`src/rtl/sprite_bus_pkg.sv`:
```
// Shared types and constants for the sprite flusher: FSM state enum, bus addresses, word type.
// SPRITE_FLUSH_CLEAR_EN adds the StClr state.
package sprite_bus_pkg;

  localparam logic [5:0]  VSYNC_ADDR_C  = 6'd61;
  localparam logic [5:0]  CLEAR_ADDR_C  = 6'd60;
  localparam int unsigned MAX_SPRITES_C = 30;

  typedef logic [31:0] sprite_word_t;

  typedef enum logic [2:0] {
    StIdle,
    StPollRd,
    StPollWait,
    StScan,
    StWr,
    StDone
`ifdef SPRITE_FLUSH_CLEAR_EN
    , StClr
`endif
  } flush_state_e;

endpackage

```
`src/rtl/avalon_sprite_flusher_if.sv`:
```
// Avalon-MM signal bundle between the sprite flusher (master) and the sprite register peripheral.
interface avalon_sprite_flusher_if;

  logic [5:0]  avm_address;
  logic        avm_chipselect;
  logic        avm_write;
  logic        avm_read;
  logic [31:0] avm_writedata;
  logic [31:0] avm_readdata;
  logic        avm_waitrequest;

  modport master (
    output avm_address, avm_chipselect, avm_write, avm_read, avm_writedata,
    input  avm_readdata, avm_waitrequest
  );

  modport slave (
    input  avm_address, avm_chipselect, avm_write, avm_read, avm_writedata,
    output avm_readdata, avm_waitrequest
  );

endinterface

```
`src/rtl/sprite_shadow_table.sv`:
```
// Shadow copy of the sprite descriptor words with per-entry dirty bits.
// A table write in the same cycle as a flush clear keeps the entry dirty.
module sprite_shadow_table import sprite_bus_pkg::*; #(
  parameter int unsigned NUM_SPRITES = MAX_SPRITES_C
) (
  input  logic         clk,
  input  logic         reset,
  input  logic         we,
  input  logic [4:0]   waddr,
  input  sprite_word_t wdata,
  input  logic         clr,
  input  logic [4:0]   clr_addr,
  input  logic [4:0]   rd_addr,
  output sprite_word_t rd_data,
  output logic         rd_dirty
);

  sprite_word_t           mem_q [NUM_SPRITES];
  logic [NUM_SPRITES-1:0] dirty_q;
  logic                   we_ok;
  logic                   rd_ok;

  assign we_ok = we && (int'(waddr) < int'(NUM_SPRITES));
  assign rd_ok = int'(rd_addr) < int'(NUM_SPRITES);

  always_ff @(posedge clk) begin
    if (reset) begin
      for (int i = 0; i < int'(NUM_SPRITES); i++) begin
        mem_q[i] <= '0;
      end
      dirty_q <= '0;
    end else begin
      if (we_ok) begin
        mem_q[waddr] <= wdata;
      end
      for (int i = 0; i < int'(NUM_SPRITES); i++) begin
        if (we_ok && int'(waddr) == i) begin
          dirty_q[i] <= 1'b1;
        end else if (clr && int'(clr_addr) == i) begin
          dirty_q[i] <= 1'b0;
        end
      end
    end
  end

  always_comb begin
    rd_data  = '0;
    rd_dirty = 1'b0;
    if (rd_ok) begin
      rd_data  = mem_q[rd_addr];
      rd_dirty = dirty_q[rd_addr];
    end
  end

endmodule

```
`src/rtl/avalon_sprite_flusher.sv`:
```
// Avalon-MM master that pushes dirty shadow sprite words to the peripheral on vsync or request.
// SPRITE_FLUSH_CLEAR_EN: each flush first writes CLEAR_ADDR, then rewrites every nonzero entry.
module avalon_sprite_flusher import sprite_bus_pkg::*; #(
  parameter int unsigned NUM_SPRITES  = MAX_SPRITES_C,
  parameter logic [5:0]  VSYNC_ADDR   = VSYNC_ADDR_C,
  parameter logic [5:0]  CLEAR_ADDR   = CLEAR_ADDR_C,
  parameter int unsigned READ_LATENCY = 1,
  parameter bit          AUTO_VSYNC   = 1'b1
) (
  input  logic                           clk,
  input  logic                           reset,
  input  logic                           tbl_we,
  input  logic [4:0]                     tbl_addr,
  input  sprite_word_t                   tbl_wdata,
  input  logic                           flush_req,
  avalon_sprite_flusher_if.master        avm,
  output logic                           busy,
  output logic                           frame_done,
  output logic [15:0]                    frame_count
);

  flush_state_e state_q, state_d;
  logic [4:0]   idx_q, idx_d;
  sprite_word_t wr_data_q, wr_data_d;
  logic [7:0]   lat_cnt_q, lat_cnt_d;
  logic         hist_q, hist_d;
  logic         pending_q, pending_d;
  logic [15:0]  frame_count_q, frame_count_d;

  sprite_word_t rd_data;
  logic         rd_dirty;
  logic         scan_hit;
  logic         clr_dirty;
  logic         start_flush;
  logic         unused_cfg;
  logic         unused_rd;

  sprite_shadow_table #(
    .NUM_SPRITES(NUM_SPRITES)
  ) u_table (
    .clk      (clk),
    .reset    (reset),
    .we       (tbl_we),
    .waddr    (tbl_addr),
    .wdata    (tbl_wdata),
    .clr      (clr_dirty),
    .clr_addr (idx_q),
    .rd_addr  (idx_q),
    .rd_data  (rd_data),
    .rd_dirty (rd_dirty)
  );

`ifdef SPRITE_FLUSH_CLEAR_EN
  // The peripheral was just zeroed, so every nonzero word must be restored.
  assign scan_hit   = (rd_data != '0);
  assign unused_cfg = rd_dirty;
`else
  assign scan_hit   = rd_dirty;
  assign unused_cfg = ^CLEAR_ADDR;
`endif
  assign unused_rd = ^avm.avm_readdata[31:1];

  always_comb begin
    state_d           = state_q;
    idx_d             = idx_q;
    wr_data_d         = wr_data_q;
    lat_cnt_d         = lat_cnt_q;
    hist_d            = hist_q;
    pending_d         = pending_q;
    frame_count_d     = frame_count_q;
    start_flush       = 1'b0;
    clr_dirty         = 1'b0;
    frame_done        = 1'b0;
    avm.avm_address   = '0;
    avm.avm_write     = 1'b0;
    avm.avm_read      = 1'b0;
    avm.avm_writedata = '0;

    unique case (state_q)
      StIdle: begin
        if (AUTO_VSYNC) begin
          state_d = StPollRd;
        end else if (pending_q || flush_req) begin
          start_flush = 1'b1;
        end
      end
      StPollRd: begin
        avm.avm_read    = 1'b1;
        avm.avm_address = VSYNC_ADDR;
        if (!avm.avm_waitrequest) begin
          state_d   = StPollWait;
          lat_cnt_d = 8'd1;
        end
      end
      StPollWait: begin
        if (lat_cnt_q >= 8'(READ_LATENCY)) begin
          hist_d = avm.avm_readdata[0];
          if (hist_q && !avm.avm_readdata[0]) begin
            start_flush = 1'b1;
          end else begin
            state_d = StIdle;
          end
        end else begin
          lat_cnt_d = lat_cnt_q + 8'd1;
        end
      end
`ifdef SPRITE_FLUSH_CLEAR_EN
      StClr: begin
        avm.avm_write   = 1'b1;
        avm.avm_address = CLEAR_ADDR;
        if (!avm.avm_waitrequest) begin
          state_d = StScan;
        end
      end
`endif
      StScan: begin
        // Index past the table after a write to the last entry.
        if (int'(idx_q) >= int'(NUM_SPRITES)) begin
          state_d = StDone;
        end else if (scan_hit) begin
          wr_data_d = rd_data;
          state_d   = StWr;
        end else if (int'(idx_q) == int'(NUM_SPRITES) - 1) begin
          state_d = StDone;
        end else begin
          idx_d = idx_q + 5'd1;
        end
      end
      StWr: begin
        avm.avm_write     = 1'b1;
        avm.avm_address   = {1'b0, idx_q};
        avm.avm_writedata = wr_data_q;
        if (!avm.avm_waitrequest) begin
          clr_dirty = 1'b1;
          idx_d     = idx_q + 5'd1;
          state_d   = StScan;
        end
      end
      StDone: begin
        frame_done    = 1'b1;
        frame_count_d = frame_count_q + 16'd1;
        state_d       = StIdle;
      end
      default: state_d = StIdle;
    endcase

    if (start_flush) begin
      idx_d     = '0;
      pending_d = 1'b0;
`ifdef SPRITE_FLUSH_CLEAR_EN
      state_d   = StClr;
`else
      state_d   = StScan;
`endif
    end
    if (flush_req && state_q != StIdle) begin
      pending_d = 1'b1;
    end

    avm.avm_chipselect = avm.avm_read | avm.avm_write;
  end

  always_ff @(posedge clk) begin
    if (reset) begin
      state_q       <= StIdle;
      idx_q         <= '0;
      wr_data_q     <= '0;
      lat_cnt_q     <= '0;
      hist_q        <= 1'b1;
      pending_q     <= 1'b0;
      frame_count_q <= '0;
    end else begin
      state_q       <= state_d;
      idx_q         <= idx_d;
      wr_data_q     <= wr_data_d;
      lat_cnt_q     <= lat_cnt_d;
      hist_q        <= hist_d;
      pending_q     <= pending_d;
      frame_count_q <= frame_count_d;
    end
  end

  assign busy        = (state_q != StIdle);
  assign frame_count = frame_count_q;

endmodule

```
`src/flat_wrapper.sv`:
```
// flat-port wrapper written by rule: the top's interface ports become plain ports
module avalon_sprite_flusher_flat import sprite_bus_pkg::*;
#(
  parameter int unsigned NUM_SPRITES  = MAX_SPRITES_C,
  parameter logic [5:0]  VSYNC_ADDR   = VSYNC_ADDR_C,
  parameter logic [5:0]  CLEAR_ADDR   = CLEAR_ADDR_C,
  parameter int unsigned READ_LATENCY = 1,
  parameter bit          AUTO_VSYNC   = 1'b1
)
  (clk, reset, tbl_we, tbl_addr, tbl_wdata, flush_req, busy, frame_done, frame_count, avm_avm_address, avm_avm_chipselect, avm_avm_write, avm_avm_read, avm_avm_writedata, avm_avm_readdata, avm_avm_waitrequest);
  avalon_sprite_flusher_if avm_i ();
  input  logic clk;
  input  logic reset;
  input  logic tbl_we;
  input  logic [4:0] tbl_addr;
  input  sprite_word_t tbl_wdata;
  input  logic flush_req;
  output logic busy;
  output logic frame_done;
  output logic [15:0] frame_count;
  output wire logic [$bits(avm_i.avm_address)-1:0] avm_avm_address;
  output wire logic [$bits(avm_i.avm_chipselect)-1:0] avm_avm_chipselect;
  output wire logic [$bits(avm_i.avm_write)-1:0] avm_avm_write;
  output wire logic [$bits(avm_i.avm_read)-1:0] avm_avm_read;
  output wire logic [$bits(avm_i.avm_writedata)-1:0] avm_avm_writedata;
  input wire logic [$bits(avm_i.avm_readdata)-1:0] avm_avm_readdata;
  input wire logic [$bits(avm_i.avm_waitrequest)-1:0] avm_avm_waitrequest;
  assign avm_avm_address = avm_i.avm_address;
  assign avm_avm_chipselect = avm_i.avm_chipselect;
  assign avm_avm_write = avm_i.avm_write;
  assign avm_avm_read = avm_i.avm_read;
  assign avm_avm_writedata = avm_i.avm_writedata;
  assign avm_i.avm_readdata = avm_avm_readdata;
  assign avm_i.avm_waitrequest = avm_avm_waitrequest;
  avalon_sprite_flusher #(.NUM_SPRITES(NUM_SPRITES), .VSYNC_ADDR(VSYNC_ADDR), .CLEAR_ADDR(CLEAR_ADDR), .READ_LATENCY(READ_LATENCY), .AUTO_VSYNC(AUTO_VSYNC)) u_core (.clk(clk), .reset(reset), .tbl_we(tbl_we), .tbl_addr(tbl_addr), .tbl_wdata(tbl_wdata), .flush_req(flush_req), .avm(avm_i), .busy(busy), .frame_done(frame_done), .frame_count(frame_count));
endmodule
```
`config.mk`:
```
export PLATFORM = sky130hd
export DESIGN_NAME = avalon_sprite_flusher_flat
export DESIGN_NICKNAME = d
export VERILOG_FILES = /design/src/rtl/sprite_bus_pkg.sv /design/src/rtl/avalon_sprite_flusher_if.sv /design/src/rtl/sprite_shadow_table.sv /design/src/rtl/avalon_sprite_flusher.sv /design/src/flat_wrapper.sv
export SDC_FILE = /design/constraint.sdc
export NUM_CORES = 2
export LEC_CHECK = 0
export BUFFER_PORTS_ARGS = -buffer_cell sky130_fd_sc_hd__buf_2
export CORE_ASPECT_RATIO = 2
export CORE_MARGIN = 2
export CORE_UTILIZATION = 55
export DETAILED_ROUTE_END_ITERATION = 10
export PLACE_DENSITY_LB_ADDON = 0.12
export SKIP_CTS_REPAIR_TIMING = 1
export SLEW_MARGIN = 20
export SYNTH_ARGS = -nofsm -noshare
export SYNTH_HDL_FRONTEND = slang
export SYNTH_SLANG_ARGS = --single-unit
```
`constraint.sdc`:
```
create_clock -name clk -period 7.41 [get_ports clk]
set_clock_uncertainty 0.15 [all_clocks]
set_input_delay 0.741 -clock clk [delete_from_list [all_inputs] [get_ports clk]]
set_output_delay 0.741 -clock clk [all_outputs]
set_load 0.005 [all_outputs]
```
After elaboration in Yosys (flattened, before gate mapping)
Memories as Yosys holds them, arrays and structs flattened. A register that Yosys moved wholly into a read port is not among the register bits.
Cells that the tools add are included.
- register bits: 63
- RAM bits: 960
- bits of input ports: 74
- output and inout bits: 59
- logic and storage cells: 329
- memories kept: 1
- $add $sub $neg: 3
- $lt $le $gt $ge: 5
- eq/ne operators: 77
- muxes and demuxes: 98
- bitwise gates (word level): 2
- reduce and logical (&&, ||, !) cells: 107
- memories (name ; words ; bits a word ; read ports ; clocked after Yosys merged registers in ; write ports ; RTL line ; RTL):
    u_core.u_table.mem_q ; 30 ; 32 ; 1 ; 1 ; 30 ; sprite_shadow_table.sv:18 ; sprite_word_t mem_q [NUM_SPRITES];
- operators with widths (cell ; number):
    5-bit equality test (second input constant) ; 32
    5-bit by 4-bit equality test with 1-bit output (second input constant) ; 16
    1-bit two-way mux ; 76
    32-bit two-way mux ; 2
    2-bit nonzero test ; 32
    1-bit logical AND ; 62
    5-bit by 3-bit equality test with 1-bit output (second input constant) ; 8
    32-bit OR reduction ; 1
    5-bit two-way mux ; 5
    3-bit two-way mux ; 7
    16-bit by 1-bit adder with 16-bit output (second input constant) ; 1
    8-bit two-way mux ; 2
    8-bit one-hot mux with 2 select lines ; 1
    3-bit one-hot mux with 5 select lines ; 1
    5-bit AND reduction ; 3
    2-bit inequality test (second input constant) ; 7
    6-bit one-hot mux with 2 select lines ; 1
    5-bit by 2-bit equality test with 1-bit output (second input constant) ; 2
    5-bit logical NOT ; 2
    5-bit < comparator (second input constant) ; 2
    5-bit one-hot mux with 2 select lines ; 1
    3-bit by 2-bit inequality test with 1-bit output (second input constant) ; 3
    8-bit by 1-bit adder with 8-bit output (second input constant) ; 1
    8-bit by 1-bit >= comparator with 1-bit output (second input constant) ; 1
    20 further kinds ; 23

Depth between registers and ports, before layout
- depth after elaboration: 7
- mapped depth: 12
- gate-level depth less buffers: 8

Cells and area by module
From an unflattened synthesis, not the netlist that was laid out.
- cells, all modules: 3487
- area, all modules: 51200.4 um2
- by module, submodules not included (module ; instances ; cells each ; area an instance (um2) ; sequential area each (um2)):
    sprite_shadow_table ; 1 ; 3152 ; 48086.1 ; 31350.1
    avalon_sprite_flusher ; 1 ; 335 ; 3114.2 ; 1301.2

Least setup slack after synthesis
No wires, ideal clock.
- path type: input-to-reg
- start point: input port reset
- end point: memory u_core.u_table.mem_q[21][0] in the netlist's numbering (enable)
- setup time: 0.466 ns
- arrival: 3.879 ns
- data required time: 6.794 ns
- setup slack: 2.915 ns
- cell stages on the path: 5
- path buffers: 2
- cell sequence: clkbuf_1 nor3b_1 nand3_1 clkbuf_1 o21ai_0
- RTL lines (element ; RTL line ; RTL):
    from (decl) ; flat_wrapper.sv:13 ; input logic reset;
    to (decl) ; sprite_shadow_table.sv:18 ;

Final worst setup path
- start point: register u_core.idx_q[1]
- end point: register u_core.wr_data_q[12] (read register of u_core.u_table.mem_q)
- word-level cells in the longest chain between the ends: 4
- elaborated cells on any way between the ends: 7
- those cells by class: order compare: 2; mux: 3; bitwise: 1; reduce/logical: 1
- ends and longest elaborated chain (element ; RTL line ; RTL):
    from (decl) ; avalon_sprite_flusher.sv:23 ; logic [4:0] idx_q, idx_d;
    from (signal assigned) ; avalon_sprite_flusher.sv:174 ; idx_q <= idx_d;
    1-bit binary-select mux with 5-bit select ; sprite_shadow_table.sv:51 ; rd_dirty = dirty_q[rd_addr];
    1-bit two-way mux (not written as such) ; sprite_shadow_table.sv:51 ;
    1-bit two-way mux ; sprite_shadow_table.sv:49 ; if (rd_ok) begin
    3-bit AND reduction (no line) ; -- ;
    to (decl) ; avalon_sprite_flusher.sv:24 ; sprite_word_t wr_data_q, wr_data_d;
Parallel ways exist; a longest one is shown, timed or not. The select of a mux whose other input is x is not followed.
A chain may end at the register's enable or synchronous reset.

==> run_results.csv <==
group,metric,value,unit
outcome,status,"finished clean",
drt,wl_per_cell,29.2,microns
drt,num_vias,29639,
global_route,grt_pass1_wl,204000,microns
sta,post-route-period-util,0.603,
layout,layout_common_cells,"1024 x edfxtp_1, 1004 x and2_1, 221 x mux2i_1",
yosys,synth-seq-cells,1119,
die,std_cell_rows,157,
yosys,synth_warnings,0,
sta,worst_pin_slew,1.06,ns
die,core_area,91100,sq um
power_and_ir_drop,p_sw,2.97,mW
yosys,synthFlopType,"edfxtp_1",
sta,finalSetupViolCount,0,
die,die_x,218,microns
clocking,clock_latency,0.72,ns
drt,drtIter0Drc,3031,
power_and_ir_drop,ir_drop,0.215,mV
yosys,syn_inst,3534,
die,ios,133,
power_and_ir_drop,p_int,10.3,mW
layout,n_antenna_cell,0,
layout,areaGrowthSynthToFinish,10.3,%
power_and_ir_drop,p_per_area,238,nW/um^2
clocking,htreeDepth,3,
global_route,grt_start_max_net_pins,122,
global_route,grt_use_total,0.304,
clocking,numCtsBuffers,98,
yosys,syn_area_per_cell,14.2,sq um
drt,drc,0,
die,start_util,0.552,
sta,min_period,4.47,ns
layout,nNetsFinal,3628,
yosys,async_reset_ff_frac,0,
setup_path,critPathKind,"register to register",
clocking,clock_sinks,1119,
sta,finalHoldViolCount,0,
die,die_y,432,microns
power_and_ir_drop,swShare,0.225,
placement,place.port_buffers,100,
drt,viasPerCell,6.15,
placement,gp_congestion,0.819,
setup_path,cp-end-kind,"register",
run,cap_violations,0,
setup_path,worstSetupStartpointType,"register",
layout,layout-drive-gt1-share,0.165,
setup_path,worstPathArrival,4.94,ns
power_and_ir_drop,leakage,18.6,nW
global_route,antenna_found_initial,5,
hold_path,hold_depth,3,
yosys,synth_area,50300,sq um
setup_path,reg2reg_depth,8,
setup_path,worst_ep_required_time,7.89,ns
global_route,grt_pass1_vias,29875,
drt,wirelength,141000,microns
drt,ant_nets,0,
sta,slew_headroom,0.292,
power_and_ir_drop,pwr-share-clk,0.389,
sta,slew_violations,0,
power_and_ir_drop,comb_power_share,0.059,
die,die_area,94100,sq um
global_route,grt_overflow_total,0,
sta,setup_tns,0,ns
yosys,synth_seq_area_share,0.649,
drt,first_pass_iters,6,
sta,fmax,0.224,GHz
clocking,clk_pin_slew,0.07,ns
clocking,clk_path_buf_depth,3,
placement,dp_hpwl,82600,microns
sta,rsz0062_at_grt,"false",
yosys,synth_edf_count,1024,
clocking,cts-root-buf,"clkbuf_16",
layout,layout_commonest_cell,"edfxtp_1",
power_and_ir_drop,pwr-share-seq,0.552,
hold_path,hold_path.class,"input port to register",
yosys,netlist-cell-type-count,59,
clocking,cts_tree,"done",
setup_path,critical_path_peak_fanout,58,
sta,holdWs,0.190,ns
## Yosys cell counts (28+ instances only)
cell type     n  area share
o21ai_0      71      0.0071
mux4_2      148       0.066
o211ai_1     31      0.0046
a22oi_1     104       0.016
dfxtp_1      95       0.038
edfxtp_1   1024        0.61
buf_2        42      0.0042
a31o_2       28      0.0049
a21oi_1      49      0.0049
mux2i_1     221       0.044
nand2_1      74      0.0055
nand3_1      66      0.0066
clkbuf_1    266       0.020
a221oi_1     31      0.0054
nor2_1       61      0.0045
and2_1     1006        0.13
## worst max-delay path, cell delays in order, from the launching register on
cell and delay, ns:
dfxtp_4 1.03, buf_4 0.62, mux2i_1 0.17, or3_1 0.36, o2111ai_1 0.16, nand4_1 0.70
buf_4 0.58, a31o_2 0.33, a21oi_1 0.14
## layer usage
layer,share of wire,vias up,track usage
met5,0.00028,-,0
met4,0.043,6,0.127
met3,0.066,314,0.0494
met2,0.50,1171,0.514
met1,0.39,15244,0.388
li1,-,12904,-
## final cells by class
type                       instances  area, sq um
sequential                      1119        32700
fill                            7007        35600
tap                             1192         1490
clock inverter                    55          527
inverter                          10         40.0
multi-input combinational       2126        16900
clock buffer                     127         2640
timing repair buffer             190         1240
## kinds of logic (layout without fill, tap and decap cells)
group / Yosys count / in the layout / synth area share
flip-flops: 1119 / 1119 / 0.649
other: 1 / 64 / 0.0000745
AND/OR/NAND/NOR: 1282 / 1282 / 0.151
AO/OA/AOI/OAI: 379 / 379 / 0.0531
adder cells (fa/ha/maj): 9 / 9 / 0.00224
buffers and inverters: 352 / 382 / 0.0298
XOR/XNOR: 12 / 12 / 0.00209
multiplexers: 380 / 380 / 0.113
## sequential cells by signal, summed over array words and instances, names as in the netlist
register                count
u_core.lat_cnt_q            8
u_core.wr_data_q           32
u_core.state_q              3
u_core.hist_q               1
u_core.u_table.dirty_q     30
u_core.u_table.mem_q     1024
u_core.idx_q                5
u_core.frame_count         16
## through the flow
stage	cells	worst slack [ns]	area [sq um]	power (mW)	util
after detailed placement	4636	2.99	52300	8.21	0.574
after global routing	4819	2.74	55500	13.6	0.609
final	4819	2.94	55500	13.2	0.609
after CTS	4818	2.99	55500	13.3	0.609
after floorplan	3597	2.92	50600	7.88	-
after global placement	4635	3.08	52300	8.18	0.574
## power groups by stage
| stage | clock, mW | combinational, mW | sequential (mW) |
|---|---|---|---|
| CTS | 5.21 | 0.781 | 7.30 |
| detailed placement | 0 | 0.779 | 7.43 |
| global route | 5.43 | 0.826 | 7.32 |
| floorplan | 0 | 0.470 | 7.41 |
| global placement | 0 | 0.767 | 7.41 |
| finish | 5.15 | 0.782 | 7.30 |
## worst paths after layout
kind / from / end / slack (ns)
max: u_core.idx_q[1] / u_core.wr_data_q[12] / 2.94
min: avm_avm_readdata[0] / u_core.hist_q / 0.19
max reg2reg: u_core.idx_q[1] / u_core.wr_data_q[12] / 2.94
min reg2reg: u_core.wr_data_q[22] / u_core.wr_data_q[22] / 0.30
(Power assumes the default switching activity.)
